File: src/rtl/i2c_arbiter.sv
// Round-robin arbiter that shares one I2C command core between two requesters.
// The winner's command is latched at grant, issued for one cycle, then tracked to completion or start timeout.
module i2c_arbiter #(
    parameter int unsigned TIMEOUT = 255
) (
    input  logic       clk,
    input  logic       rst,
    input  logic       req0,
    input  logic       req1,
    input  logic       rw0,
    input  logic       rw1,
    input  logic [6:0] slave_addr0,
    input  logic [6:0] slave_addr1,
    input  logic [7:0] reg_addr0,
    input  logic [7:0] reg_addr1,
    input  logic [7:0] wdata0,
    input  logic [7:0] wdata1,
    output logic       gnt0,
    output logic       gnt1,
    output logic       done0,
    output logic       done1,
    output logic       err,
    output logic [7:0] rdata,
    input  logic       core_busy,
    input  logic [7:0] core_rdata,
    output logic       data_valid,
    output logic       rw,
    output logic [6:0] slave_addr,
    output logic [7:0] reg_addr,
    output logic [7:0] reg_data,
    output logic [2:0] state_dbg
);

    typedef enum logic [2:0] {
        IDLE       = 3'd0,
        ISSUE      = 3'd1,
        WAIT_START = 3'd2,
        WAIT_DONE  = 3'd3,
        FINISH     = 3'd4
    } state_t;

    localparam logic [7:0] TIMEOUT_CNT = 8'(TIMEOUT);

    state_t     state_q;
    state_t     state_d;
    logic       owner_q;
    logic       last_q;
    logic       pick;
    logic       grant_now;
    logic       timeout_now;
    logic       owned;
    logic       cmd_rw_q;
    logic [6:0] cmd_slave_q;
    logic [7:0] cmd_reg_q;
    logic [7:0] cmd_data_q;
    logic [7:0] cnt_q;
    logic [7:0] cnt_inc;
    logic       tout_q;

    // Handshake with the core: data_valid qualifies the command bus for a single
    // cycle; the core acknowledges by raising core_busy and finishes by dropping it.

    assign cnt_inc = 8'(cnt_q + 8'd1);

    // On a tie the requester that was not served last wins.
    always_comb begin
        pick = req1;
        if (req0 && req1) begin
            pick = ~last_q;
        end
    end

    always_comb begin
        state_d     = state_q;
        grant_now   = 1'b0;
        timeout_now = 1'b0;
        case (state_q)
            IDLE: begin
                if (!core_busy && (req0 || req1)) begin
                    grant_now = 1'b1;
                    state_d   = ISSUE;
                end
            end
            ISSUE: begin
                state_d = WAIT_START;
            end
            WAIT_START: begin
                if (core_busy) begin
                    state_d = WAIT_DONE;
                end else if (cnt_inc == TIMEOUT_CNT) begin
                    timeout_now = 1'b1;
                    state_d     = FINISH;
                end
            end
            WAIT_DONE: begin
                if (!core_busy) begin
                    state_d = FINISH;
                end
            end
            FINISH: begin
                state_d = IDLE;
            end
            default: begin
                state_d = IDLE;
            end
        endcase
    end

    always_ff @(posedge clk) begin
        if (rst) begin
            state_q <= IDLE;
        end else begin
            state_q <= state_d;
        end
    end

    always_ff @(posedge clk) begin
        if (rst) begin
            owner_q     <= 1'b0;
            last_q      <= 1'b1;
            cmd_rw_q    <= 1'b0;
            cmd_slave_q <= 7'd0;
            cmd_reg_q   <= 8'd0;
            cmd_data_q  <= 8'd0;
            cnt_q       <= 8'd0;
            tout_q      <= 1'b0;
            data_valid  <= 1'b0;
            rw          <= 1'b0;
            slave_addr  <= 7'd0;
            reg_addr    <= 8'd0;
            reg_data    <= 8'd0;
            rdata       <= 8'd0;
        end else begin
            data_valid <= (state_q == ISSUE);
            if (grant_now) begin
                owner_q     <= pick;
                tout_q      <= 1'b0;
                cmd_rw_q    <= pick ? rw1 : rw0;
                cmd_slave_q <= pick ? slave_addr1 : slave_addr0;
                cmd_reg_q   <= pick ? reg_addr1 : reg_addr0;
                cmd_data_q  <= pick ? wdata1 : wdata0;
            end
            // The bus only moves when the command is issued, so it holds between commands.
            if (state_q == ISSUE) begin
                rw         <= cmd_rw_q;
                slave_addr <= cmd_slave_q;
                reg_addr   <= cmd_reg_q;
                reg_data   <= cmd_data_q;
                cnt_q      <= 8'd0;
            end
            if (state_q == WAIT_START) begin
                cnt_q <= cnt_inc;
            end
            if (timeout_now) begin
                tout_q <= 1'b1;
            end
            if ((state_q == WAIT_DONE) && !core_busy) begin
                rdata <= core_rdata;
            end
            if (state_q == FINISH) begin
                last_q <= owner_q;
            end
        end
    end

    assign owned     = (state_q == ISSUE) || (state_q == WAIT_START) || (state_q == WAIT_DONE);
    assign gnt0      = owned && !owner_q;
    assign gnt1      = owned && owner_q;
    assign done0     = (state_q == FINISH) && !owner_q;
    assign done1     = (state_q == FINISH) && owner_q;
    assign err       = (state_q == FINISH) && tout_q;
    assign state_dbg = state_q;

endmodule

File: config.mk
export PLATFORM = sky130hd
export DESIGN_NAME = i2c_arbiter
export DESIGN_NICKNAME = d
export VERILOG_FILES = /design/src/rtl/i2c_arbiter.sv
export SDC_FILE = /design/constraint.sdc
export NUM_CORES = 1
export LEC_CHECK = 0
export CORE_ASPECT_RATIO = 1.75
export CORE_MARGIN = 1
export CORE_UTILIZATION = 37
export CTS_CLUSTER_SIZE = 12
export DETAILED_ROUTE_END_ITERATION = 6
export PLACE_DENSITY = 0.71
export SYNTH_ARGS = -nofsm -noshare
export SYNTH_HDL_FRONTEND = slang
export SYNTH_SLANG_ARGS = --single-unit
File: constraint.sdc
create_clock -name clk -period 1.8 [get_ports clk]
set_input_delay 0.54 -clock clk [delete_from_list [all_inputs] [get_ports clk]]
set_output_delay 0.54 -clock clk [all_outputs]
set_load 0.03 [all_outputs]
**After elaboration in Yosys (flattened, before gate mapping)**

Index checks and enable logic that the tools add are counted.

- Register bits after elaboration: 71
- Input port bits: 61
- Output and inout port bits: 41
- Logic and storage cells: 61

- Add/sub/neg operators: 1
- Eq/ne operators: 8
- Muxes and demuxes: 19
- Bitwise gates (word level): 1
- Reductions and logical operators: 17

Operators by type and width:

| kind | count |
|---|---|
| 8-bit 2-to-1 mux | 4 |
| 3-bit 2-to-1 mux | 4 |
| 3-bit one-hot mux with 4 select lines | 1 |
| 1-bit 2-to-1 mux | 9 |
| 8-bit by 1-bit adder with 8-bit output, second input constant | 1 |
| 8-bit == test, second input constant | 1 |
| 1-bit logical AND | 8 |
| 7-bit 2-to-1 mux | 1 |
| 3-bit by 2-bit == test with 1-bit output, second input constant | 2 |
| 2-bit != test, second input constant | 2 |
| 2-bit nonzero test | 2 |
| 3-bit by 1-bit == test with 1-bit output, second input constant | 1 |
| 3-bit == test, second input constant | 1 |
| 3-bit logical NOT | 1 |
| 1-bit logical OR | 3 |
| 3-bit != test, second input constant | 1 |
| 3-bit AND reduction | 1 |
| 1-bit logical NOT | 2 |
| 1-bit NOT | 1 |

**Logic depth before layout (Yosys ltp)**

- Depth after elaboration: 6
- Gate-level depth with buffers: 7
- Depth with buffers taken out: 6

**Worst setup path after synthesis**

OpenSTA, ideal clock, no wires.

- Kind: register to output
- Start point: register state_q[1] (netlist: state_dbg[1])
- End point: output port gnt1
- Data arrival time: 1483 ps
- Required time: 1260 ps
- Path slack: -223 ps
- Cell stages (with the launch flop): 4
- Buffers on the path: 1
- Cells stage by stage: dfxtp_1 > buf_6 > nor2_4 > nor3b_1

- Word-level cells in the longest chain between the ends: 4
- Elaborated cells on any way between the ends: 6
- Classes of those cells: 3 x eq/ne; 3 x reduce/logical

Ends and longest elaborated chain:

| what | line | source |
|---|---|---|
| start, declared | 44 | `state_t state_q;` |
| start signal, assigned | 113 | `state_q <= state_d;` |
| 3-bit by 1-bit == test with 1-bit output or 3-bit by 2-bit == test with 1-bit output (tied branches) | 166 | `assign owned = (state_q == ISSUE) \|\| (state_q == WAIT_START) \|\| (state_q == WAIT_DONE);` |
| 1-bit logical OR | 166 |  |
| 1-bit logical OR (*) | 166 |  |
| 1-bit logical AND (*) | 168 | `assign gnt1 = owned && owner_q;` |
| end, declared | 19 | `output logic gnt1,` |

Every way passes the cells marked *; elsewhere a longest branch is shown, timed or not.

**Worst setup path in the final report**

- Start point: register state_q[2] (netlist: state_dbg[2])
- End point: output port gnt0

- Word-level cells in the longest chain between the ends: 4
- Elaborated cells on any way between the ends: 6
- Classes of those cells: 3 x eq/ne; 3 x reduce/logical

Ends and longest elaborated chain:

| what | line | source |
|---|---|---|
| 3-bit by 1-bit == test with 1-bit output or 3-bit by 2-bit == test with 1-bit output (tied branches) | 166 |  |
| 1-bit logical OR | 166 |  |
| 1-bit logical OR (*) | 166 |  |
| 1-bit logical AND (*) | 167 | `assign gnt0 = owned && !owner_q;` |
| end, declared | 18 | `output logic gnt0,` |

Marked as above.

==> reports/qor.csv <==
metric,value,unit
WHS,0.4485,ns
IO Count,102,
gr ovfl total,0,
CP arrival,1.28,ns
first-pass GRT wire length,12730,um
CP Data Required Time,1.26,ns
Rel. slew slack,0.7154,
top post-synthesis cells by area,"dfxtp_1 46%, mux2i_1 11%, nand2_1 7.3%",
area grow syn2layout,52.79,%
Post-synth top cells,"71 x dfxtp_1, 60 x nand2_1, 52 x nor2_1",
final max-slew violation count,0,
R2R depth,4,
Global Route Usage Sum,0.1945,
max_cap viols,0,
min-delay worst type,flop to flop,
post-synthesis mux area share,0.1139,
total core area,8016,um2
Clock Sinks,71,
FF-to-FF End,cnt_q[3]$_SDFFE_PP0P_,
"Seq/Total Area, Yosys",0.4620,
Tmin final,1.818,ns
top-count cell post-synth,dfxtp_1,
library cells used by synthesis,43,
setup ws final,-0.01808,ns
Setup Viol. Count Final,1,
Synth Area in Compound Gates,0.1492,
layout cells sized above 1,0.1588,
hold path cells,2,
Final Instance Area,4701,um2
slowest library cell on the worst path,dfxtp_4,
H-tree depth,3,
asr flop ratio synth,0,
total wire length,8182,um
Max IR drop VDD,0.5422,mV
Worst-Margin Slew,0.4269,ns
post-synth top area share,0.4620,
Root Driver,clkbuf_16,
CTS buffer count,9,
Die W,70.93,um
RR Startpoint,state_dbg[0]$_SDFFE_PP0P_,
CP max stage delay,0.38,ns
hold path endpoint,reg_addr[7]$_SDFFE_PP0P_,
R2R setup slack,0.12,ns
pin count of the biggest net entering global routing,32,
worst hold start,reg_addr[7]$_SDFFE_PP0P_,
largest family of logic cells by synthesized area,simple AND/OR/NAND/NOR gates,
number of synthesized flops with an enable pin,0,
static leakage,1.880,nW
TritonCTS clock tree,built,
violated checks,"DRC, setup timing",
WP buf/inv,2,
Seq cells post-synth,71,
Placed Area,4324,um2
clock skew,0.006527,ns
synthesized area,3077,um2
Port Buf Inserts,101,
Yosys top cell by area,dfxtp_1,
via count,2851,
RSZ-0062 raised after global routing,yes,
Worst Path Max Fanout,9,
"Cell Chain, Critical Path",buf_4 -> nor3_2 -> buf_12,
Critical Path End Type,output pin,
DR pass1 iterations,7,
die area,8698,um2
post-DP HPWL,5916,um
Pwr Density,922.0,nW/um2
Synth Area in XOR/XNOR,0.005693,
vias per inst,5.128,
antenna cells,0,
dominant synthesized flop cell,dfxtp_1,
Die Ht,122.6,um
Ys Warns,0,
final hold violations,0,
routability cong.,0.8460,
Clock transition at path regs,0.06,ns
status,"complete, but fails checks",
Synth Instances,347,
drt wl/cell,14.72,um
synthesized area per cell,8.867,um2
Rows,43,
Setup crit start kind,flop,
clk_lat worst skew,0.33,ns
Setup Crit Path Kind,flop to output pin,
nets,524,
fillcell total,729,
initial antenna violation count,0,
Max clock buf depth,2,
Tcrit/Tclk final,1.010,
Simple-Gate Fraction of Synth Area,0.2115,
Syn Nets,410,
ANT nets after route,0,
via count of the first global-routing pass,2770,
DRT iter0 DRCs,169,
Peak Freq,0.5500,GHz
DRC,10,
"delay-heaviest family, CP",flip-flops,
Synth Area in Adders,0.008133,
initial core utilization,0.3838,
hold buffers post-CTS,0,
## kinds of logic after synthesis
family / Yosys count
flops: 71
xor+xnor: 2
simple gates: 139
buf+inv: 28
mux: 35
fa+ha+maj: 2
compound gates: 70
## worst reg2reg max path: cells and delay by family (launching register included)
kind / cells / cell delay (ns)
and+or+nand+nor: 2 / 0.96
DFF: 1 / 0.36
buffers and inverters: 1 / 0.15
AOI/OAI and AO/OA: 1 / 0.15
## layout by cell type, fill, tap and decap left out, types with 3 or more instances in the layout
| cell | instances |
|---|---|
| a211oi_1 | 22 |
| nor2_1 | 51 |
| dfxtp_4 | 3 |
| mux2i_1 | 35 |
| buf_6 | 3 |
| nand2_1 | 59 |
| a21oi_1 | 30 |
| dlygate4sd2_1 | 33 |
| buf_12 | 8 |
| dfxtp_1 | 68 |
| clkbuf_16 | 9 |
| buf_4 | 25 |
| o21ai_1 | 3 |
| nor3_4 | 3 |
| clkdlybuf4s50_1 | 59 |
| a22oi_1 | 3 |
## flip-flops by register name, indices dropped and copies added, names as in the netlist, 3 cells and up
signal and flops:
cmd_data_q 8, cmd_reg_q 8, cmd_slave_q 7, cnt_q 8
rdata 8, reg_addr 8, reg_data 8, slave_addr 7
state_dbg 3
## routing by layer
metal,up-vias,share of wire,wire [um],GRT usage
li1,1429,-,-,-
met1,1328,0.36,2981,0.1959
met2,76,0.57,4674,0.3636
met3,18,0.038,314,0.03859
met4,0,0.026,212,0.1163
met5,-,0,0,0
## worst max-delay path by stage
stage                                         start                         to  slack (ns)  cells past startpoint
after floorplan           state_dbg[2]$_SDFFE_PP0P_                      done0       -0.11                      3
after global placement                         req1  cmd_reg_q[3]$_SDFFE_PP0P_       -0.17                      5
after detailed placement                       req0  cmd_reg_q[0]$_SDFFE_PP0P_       -0.27                      7
after CTS                 state_dbg[2]$_SDFFE_PP0P_                       gnt1       -0.04                      3
after global routing      state_dbg[2]$_SDFFE_PP0P_                       gnt0       -0.05                      3
final                     state_dbg[2]$_SDFFE_PP0P_                       gnt0       -0.02                      3
## area by class of cell
type	count	area, um2	share of cell area
Timing Repair Buffer	129	1266	0.2694
Inverter	2	7.507	0.001597
Tap cell	90	112.6	0.02396
Clock inverter	6	85.08	0.01810
Multi-Input combinational cell	248	1568	0.3335
Clock buffer	10	229.0	0.04871
Sequential cell	71	1433	0.3048
## what timing repair did
action                                  in CTS  in global routing
buffers inserted                             0                  5
endpoints found under the setup margin      38                  8
pin swaps                                    2                  2
resized for setup                           39                 10
## power by group
group	internal (mW)	total, mW	leakage (nW)	switching, mW
Combinational	0.374	0.753	1.15	0.378
Clock	1.21	1.86	0.148	0.658
Sequential	1.66	1.72	0.580	0.0528
Total	3.25	4.33	1.88	1.09
## metrics by stage
step | TNS (ns) | total power [mW] | util | setup slack (ns) | std cells
floorplan | -0.2124 | 2.138 | - | -0.1062 | 347
global route | -0.1261 | 4.512 | 0.5864 | -0.04591 | 556
detailed placement | -6.394 | 2.478 | 0.5394 | -0.2707 | 535
finish | -0.01808 | 4.334 | 0.5864 | -0.01808 | 556
CTS | -0.1145 | 4.329 | 0.5752 | -0.03647 | 551
global placement | -4.580 | 2.457 | 0.5394 | -0.1738 | 535
Power figures use the tool's default switching activity.
